File: src/rtl/osc_tick_arbiter_if.sv
// osc_tick_arbiter_if: requester-side bundle for osc_tick_arbiter.
// ABORTED/ABORT_STICKY exist only when OSC_TICK_ARB_ABORT_EN is defined.
interface osc_tick_arbiter_if #(
  parameter int NUM_REQ = 4,
  parameter int CNT_W = 16
);
  logic [NUM_REQ-1:0] req;
  logic [NUM_REQ*CNT_W-1:0] dly;
  logic [NUM_REQ-1:0] gnt;
  logic [NUM_REQ-1:0] done;
  logic busy;
  logic tick;
`ifdef OSC_TICK_ARB_ABORT_EN
  logic [NUM_REQ-1:0] aborted;
  logic abort_sticky;
  modport master(output req, dly, input gnt, done, busy, tick, aborted, abort_sticky);
  modport slave(input req, dly, output gnt, done, busy, tick, aborted, abort_sticky);
`else
  modport master(output req, dly, input gnt, done, busy, tick);
  modport slave(input req, dly, output gnt, done, busy, tick);
`endif
endinterface

File: src/rtl/osc_tick_arbiter.sv
// osc_tick_arbiter: round-robin shared prescaled delay timer running on the oscillator clock.
// Define OSC_TICK_ARB_ABORT_EN to add ABORTED pulses and the ABORT_STICKY flag.
module osc_tick_arbiter #(
  parameter int NUM_REQ = 4,
  parameter int CNT_W = 16,
  parameter int PRESCALE = 10
) (
  input logic clk_i,
  input logic rst_ni,
  osc_tick_arbiter_if.slave bus
);
  localparam int SW = $clog2(NUM_REQ);
  localparam int PW = PRESCALE > 1 ? $clog2(PRESCALE) : 1;
  localparam logic [PW-1:0] PMAX = PW'(PRESCALE - 1);
  typedef enum logic [1:0] {S_IDLE, S_LOAD, S_RUN, S_DONE} state_e;
  state_e state_q, state_d;
  logic [SW-1:0] sel_q, sel_d, last_q, last_d, pick;
  logic [CNT_W-1:0] cnt_q, cnt_d, dly_sel;
  logic [PW-1:0] pre_q, pre_d;
  logic [NUM_REQ-1:0] gnt_q, gnt_d, done_q, done_d;
  logic busy_q, busy_d, tick_q, tick_d, abort, wrap, found;
  assign dly_sel = bus.dly[sel_q*CNT_W +: CNT_W];
  assign wrap = pre_q == PMAX;
  assign abort = (state_q == S_LOAD || state_q == S_RUN) && !bus.req[sel_q];
  // Search starts just after the last granted requester, so it becomes lowest priority
  always_comb begin
    pick = last_q;
    found = 1'b0;
    for (int i = 1; i <= NUM_REQ; i++) begin
      if (!found && bus.req[SW'((int'(last_q) + i) % NUM_REQ)]) begin
        found = 1'b1;
        pick = SW'((int'(last_q) + i) % NUM_REQ);
      end
    end
  end
  always_comb begin
    state_d = state_q;
    sel_d = sel_q;
    last_d = last_q;
    cnt_d = cnt_q;
    pre_d = pre_q;
    case (state_q)
      S_IDLE: begin
        sel_d = |bus.req ? pick : sel_q;
        state_d = |bus.req ? S_LOAD : S_IDLE;
      end
      S_LOAD: begin
        last_d = sel_q;
        cnt_d = dly_sel;
        pre_d = '0;
        state_d = abort ? S_IDLE : (dly_sel == '0 ? S_DONE : S_RUN);
      end
      S_RUN: begin
        pre_d = wrap ? '0 : pre_q + 1'b1;
        cnt_d = wrap ? cnt_q - 1'b1 : cnt_q;
        state_d = abort ? S_IDLE : (wrap && cnt_q == CNT_W'(1) ? S_DONE : S_RUN);
      end
      default: state_d = S_IDLE;
    endcase
    // Outputs are decoded from next state so they leave the block registered
    busy_d = state_d != S_IDLE;
    gnt_d = busy_d ? NUM_REQ'(1) << sel_d : '0;
    done_d = state_d == S_DONE ? NUM_REQ'(1) << sel_d : '0;
    tick_d = state_d == S_RUN && pre_d == PMAX;
  end
  always_ff @(posedge clk_i or negedge rst_ni) begin
    if (!rst_ni) begin
      state_q <= S_IDLE;
      sel_q <= '0;
      last_q <= SW'(NUM_REQ - 1);
      cnt_q <= '0;
      pre_q <= '0;
      gnt_q <= '0;
      done_q <= '0;
      busy_q <= 1'b0;
      tick_q <= 1'b0;
    end else begin
      state_q <= state_d;
      sel_q <= sel_d;
      last_q <= last_d;
      cnt_q <= cnt_d;
      pre_q <= pre_d;
      gnt_q <= gnt_d;
      done_q <= done_d;
      busy_q <= busy_d;
      tick_q <= tick_d;
    end
  end
  assign bus.gnt = gnt_q;
  assign bus.done = done_q;
  assign bus.busy = busy_q;
  assign bus.tick = tick_q;
`ifdef OSC_TICK_ARB_ABORT_EN
  logic [NUM_REQ-1:0] aborted_q;
  logic sticky_q;
  always_ff @(posedge clk_i or negedge rst_ni) begin
    if (!rst_ni) begin
      aborted_q <= '0;
      sticky_q <= 1'b0;
    end else begin
      aborted_q <= abort ? NUM_REQ'(1) << sel_q : '0;
      sticky_q <= sticky_q | abort;
    end
  end
  assign bus.aborted = aborted_q;
  assign bus.abort_sticky = sticky_q;
`endif
endmodule

File: src/flat_wrapper.sv
// flat-port wrapper written by rule: the top's interface ports become plain ports
module osc_tick_arbiter_flat 
#(
  parameter int NUM_REQ = 4,
  parameter int CNT_W = 16,
  parameter int PRESCALE = 10
)
  (clk_i, rst_ni, bus_req, bus_dly, bus_gnt, bus_done, bus_busy, bus_tick);
  osc_tick_arbiter_if #(.NUM_REQ(NUM_REQ), .CNT_W(CNT_W)) bus_i ();
  input logic clk_i;
  input logic rst_ni;
  input wire logic [$bits(bus_i.req)-1:0] bus_req;
  input wire logic [$bits(bus_i.dly)-1:0] bus_dly;
  output wire logic [$bits(bus_i.gnt)-1:0] bus_gnt;
  output wire logic [$bits(bus_i.done)-1:0] bus_done;
  output wire logic [$bits(bus_i.busy)-1:0] bus_busy;
  output wire logic [$bits(bus_i.tick)-1:0] bus_tick;
  assign bus_i.req = bus_req;
  assign bus_i.dly = bus_dly;
  assign bus_gnt = bus_i.gnt;
  assign bus_done = bus_i.done;
  assign bus_busy = bus_i.busy;
  assign bus_tick = bus_i.tick;
  osc_tick_arbiter #(.NUM_REQ(NUM_REQ), .CNT_W(CNT_W), .PRESCALE(PRESCALE)) u_core (.clk_i(clk_i), .rst_ni(rst_ni), .bus(bus_i));
endmodule
File: config.mk
export PLATFORM = sky130hd
export DESIGN_NAME = osc_tick_arbiter_flat
export DESIGN_NICKNAME = d
export VERILOG_FILES = /design/src/rtl/osc_tick_arbiter_if.sv /design/src/rtl/osc_tick_arbiter.sv /design/src/flat_wrapper.sv
export SDC_FILE = /design/constraint.sdc
export NUM_CORES = 1
export LEC_CHECK = 0
export CAP_MARGIN = 20
export CORE_MARGIN = 2
export CORE_UTILIZATION = 30
export CTS_CLUSTER_DIAMETER = 50
export CTS_CLUSTER_SIZE = 10
export DETAILED_ROUTE_END_ITERATION = 8
export PLACE_DENSITY = 0.56
export SLEW_MARGIN = 10
export SYNTH_ARGS = -nofsm -noshare
export SYNTH_HDL_FRONTEND = slang
export SYNTH_SLANG_ARGS = --single-unit
File: constraint.sdc
create_clock -name clk_i -period 2.3 [get_ports clk_i]
set_input_delay 0.23 -clock clk_i [delete_from_list [all_inputs] [get_ports clk_i]]
set_output_delay 0.23 -clock clk_i [all_outputs]
set_load 0.01 [all_outputs]
==> run_results.csv <==
group,metric,value,unit
placed_design,buffer_ports.inserted,79,
power_and_ir_drop,static-leakage-power,1.394,nW
global_route,grtUsageTotal,0.1492,
drt,detailedRoute.firstIterationViolations,71,
die,fp.dieW,95.29,microns
logic_synthesis,synth_edf_count,0,
global_route,grt_overflow,0,
finish,fin_nets,401,
finish,final_cell_count_no_fill,429,
timing,skew,0.004880,ns
logic_synthesis,synth_top_cells_by_area,"sky130_fd_sc_hd__dfrtp_1 (34%), sky130_fd_sc_hd__mux4_2 (14%), sky130_fd_sc_hd__ha_1 (4.0%)",
timing,final_hold_violating_endpoints,0,
timing,drv_slew,0,
min_path,timing.hold.worst.class,"input port to async pin",
placed_design,gpl.final_weighted_congestion,0.8234,
die,vertical_die_dimension,95.29,microns
drt,first_pass_drt_iterations,4,
drt,vias,2188,
setup_path,cp_data_required_time,2.50,ns
die,floorplan.die_area,9079,sq um
logic_synthesis,yosysUniqueCellTypes,48,
setup_path,worstSetupStartpointType,"register",
finish,final.fill_count,745,
outcome,status,"finished clean",
timing,final.setup.tns,0,ns
global_route,grt_pass1_wl,10.50,mm
drt,wl_met3,300,microns
clock_network,tritoncts,"done",
timing,postLayoutSetupSlackWorst,0.1354,ns
drt,m1_wl,2.908,mm
power_and_ir_drop,cellPowerDensity,1124,nW/um^2
finish,sequential_cell_area_in_the_final_layout,904.6,sq um
logic_synthesis,post_synth_instance_area,2500,sq um
logic_synthesis,synthDominantCellAreaShare,0.3403,
clock_network,clk_root_buffer_cell,"sky130_fd_sc_hd__clkbuf_8",
placed_design,detailedPlacementHpwl,4.934,mm
logic_synthesis,ys_warn_count,0,
global_route,grt_start_max_net_pins,37,
die,floorplan.rows,33,
setup_path,cp.arrival,2.36,ns
placed_design,placement.setup.worst_slack,0.05931,ns
drt,final_routed_wirelength,6.467,mm
clock_network,tritoncts.num_buffers,5,
timing,grt_setup_unrepaired,"false",
timing,slew-limit-headroom,0.6896,
timing,tightestPinTransition,0.4657,ns
drt,drcViolationCount,0,
job,maxCapViolations,0,
finish,diodes,0,
timing,number_of_setup_violations_in_the_final_report,0,
clock_network,worst_skew_pair.late_latency,0.29,ns
power_and_ir_drop,design_power_total,4.014,mW
logic_synthesis,yosys.area.top_type,"sky130_fd_sc_hd__dfrtp_1",
setup_path,worst-setup-path-type,"register to register",
clock_network,clk_pin_slew_worst_paths,0.08,ns
global_route,antenna_found_initial,0,
drt,post_drt_wl_per_cell,15.07,microns
logic_synthesis,ys_ff_latch,36,
placed_design,dp.cells,418,
logic_synthesis,synth.top_cells.by_count,"sky130_fd_sc_hd__dfrtp_1 (34), sky130_fd_sc_hd__a21oi_1 (17), sky130_fd_sc_hd__mux4_2 (16)",
drt,routed_vias_inst,5.100,
setup_path,cp-end-kind,"register",
logic_synthesis,synth_flop_cell,"sky130_fd_sc_hd__dfrtp_1",
finish,final_layout_size_suffix_gt1_frac,0.1389,
logic_synthesis,postSynthCellCount,239,
finish,multi_input_comb_area,1490,sq um
setup_path,worst-path-max-fanout,10,
finish,syn_to_final_growth,42.89,%
drt,met2_wl_post_dr,3.196,mm
power_and_ir_drop,peakVddDrop,391.4,uV
timing,fmax,0.4620,GHz
die,design.core.area,8134,sq um
global_route,grt_pass1_vias,2177,
die,start_util,0.3073,
drt,drt.antenna.violating_nets,0,
die,top_level_ports,80,
logic_synthesis,postSynthAreaPerCell,10.46,sq um
logic_synthesis,synth.most_common_cell,"sky130_fd_sc_hd__dfrtp_1",
logic_synthesis,post_synth_arst_share,1.000,
logic_synthesis,synth-seq-area-share,0.3614,
logic_synthesis,syn_nets,317,
clock_network,htreeDepth,2,
drt,dr.max_layer_used,"met4",
timing,time_the_final_worst_path_needs_with_i_o_delays_and_setup,2.165,ns
clock_network,cts-root-to-sink-buffers,2,
timing,layout_worst_path_cycle_share,0.9411,
clock_network,clock-sinks,36,
## flip-flops by register name (all words and copies together) (netlist names)
name,count
u_core.bus.tick,1
u_core.sel_q,2
u_core.state_q,2
u_core.pre_q,4
u_core.cnt_q,16
u_core.bus.gnt,4
u_core.bus.done,4
u_core.bus.busy,1
u_core.last_q,2
## per-stage QoR
step | util | cell area (sq um) | hold WS [ns]
2_1_floorplan | - | 2500 | -0.06559
3_3_place_gp | 0.4226 | 3437 | 0.5261
3_5_place_dp | 0.4226 | 3437 | 0.5241
6_report | 0.4392 | 3572 | 0.3586
5_1_grt | 0.4392 | 3572 | 0.4317
4_1_cts | 0.4341 | 3531 | 0.3831
## cell type report
cell class                      instances  share of cell area
Tap cell                              105             0.03678
Inverter                               13             0.01366
Clock inverter                          1            0.002102
Multi-Input combinational cell        177              0.4172
Timing Repair Buffer                   90              0.2529
Sequential cell                        36              0.2532
Clock buffer                            7             0.02417
## cell families (layout without fill, tap and decap cells)
| family | after synthesis | after routing | synth area share |
|---|---|---|---|
| simple gates | 81 | 81 | 0.1947 |
| compound gates | 52 | 52 | 0.1431 |
| flops | 36 | 36 | 0.3614 |
| buf+inv | 26 | 111 | 0.04254 |
| mux | 21 | 21 | 0.1657 |
| xor+xnor | 15 | 15 | 0.05255 |
| fa+ha+maj | 8 | 8 | 0.04004 |
## path summary, 6_finish.rpt
kind                                  startpoint                 end  slack (ns)  cells after the start
worst max-delay path             u_core.sel_q[0]  u_core.bus.done[0]        0.14                      6
worst min-delay path                      rst_ni   u_core.bus.gnt[2]        0.36                      2
worst max register to register   u_core.sel_q[0]  u_core.bus.done[0]        0.14                      6
worst min register to register  u_core.last_q[1]    u_core.last_q[1]        0.53                      2
max in group asynchronous                 rst_ni     u_core.sel_q[1]        1.59                      2
min in group clk_i              u_core.last_q[1]    u_core.last_q[1]        0.53                      2
## worst max-delay path, stage by stage (launching register included)
cell                       delay (ns)
sky130_fd_sc_hd__dfrtp_1         0.40
sky130_fd_sc_hd__buf_12          0.16
sky130_fd_sc_hd__mux4_2          0.53
sky130_fd_sc_hd__nor4_2          0.27
sky130_fd_sc_hd__nand4b_1        0.13
sky130_fd_sc_hd__o21a_2          0.30
sky130_fd_sc_hd__nor4b_4         0.27
## layer usage
layer  vias to the layer above  track usage
met1                      1056       0.1990
met4                         0      0.04348
met2                        69       0.2471
met3                         5      0.02767
li1                       1058            -
met5                         -            0
## report_power, final
group | leakage, nW | internal (mW) | switching [mW]
clock network | 0.0445 | 0.244 | 0.238
registers | 0.444 | 0.917 | 0.278
logic | 0.906 | 1.20 | 1.14
## cell usage in the layout (no fill, tap or decap), types with 3 or more instances in the layout
master                            instances
sky130_fd_sc_hd__xor2_1                   7
sky130_fd_sc_hd__or3_1                    4
sky130_fd_sc_hd__nand4_1                  3
sky130_fd_sc_hd__nor3_1                   5
sky130_fd_sc_hd__mux4_2                  16
sky130_fd_sc_hd__a31oi_1                  3
sky130_fd_sc_hd__o211a_1                  3
sky130_fd_sc_hd__mux2_2                   3
sky130_fd_sc_hd__nor4_1                   4
sky130_fd_sc_hd__dfrtp_1                 33
sky130_fd_sc_hd__nor2b_1                 15
sky130_fd_sc_hd__ha_1                     8
sky130_fd_sc_hd__nor2_1                  14
sky130_fd_sc_hd__o22ai_1                  3
sky130_fd_sc_hd__nand2b_1                 3
sky130_fd_sc_hd__a211oi_1                13
sky130_fd_sc_hd__xnor2_1                  8
sky130_fd_sc_hd__inv_1                   13
sky130_fd_sc_hd__nand2_1                 15
sky130_fd_sc_hd__clkdlybuf4s50_1         79
sky130_fd_sc_hd__a21oi_1                 17
sky130_fd_sc_hd__buf_4                    9
sky130_fd_sc_hd__o21ai_0                  3
sky130_fd_sc_hd__clkbuf_8                 6
## repair_timing
item / 4_1_cts / 5_1_grt
endpoints found under the setup margin: 0 / 6
resized for setup: 0 / 1
setup buffers: 0 / 2
endpoints found under the hold margin: 0 / 0
hold buffers: 0 / 0
Power figures use the tool's default switching activity.
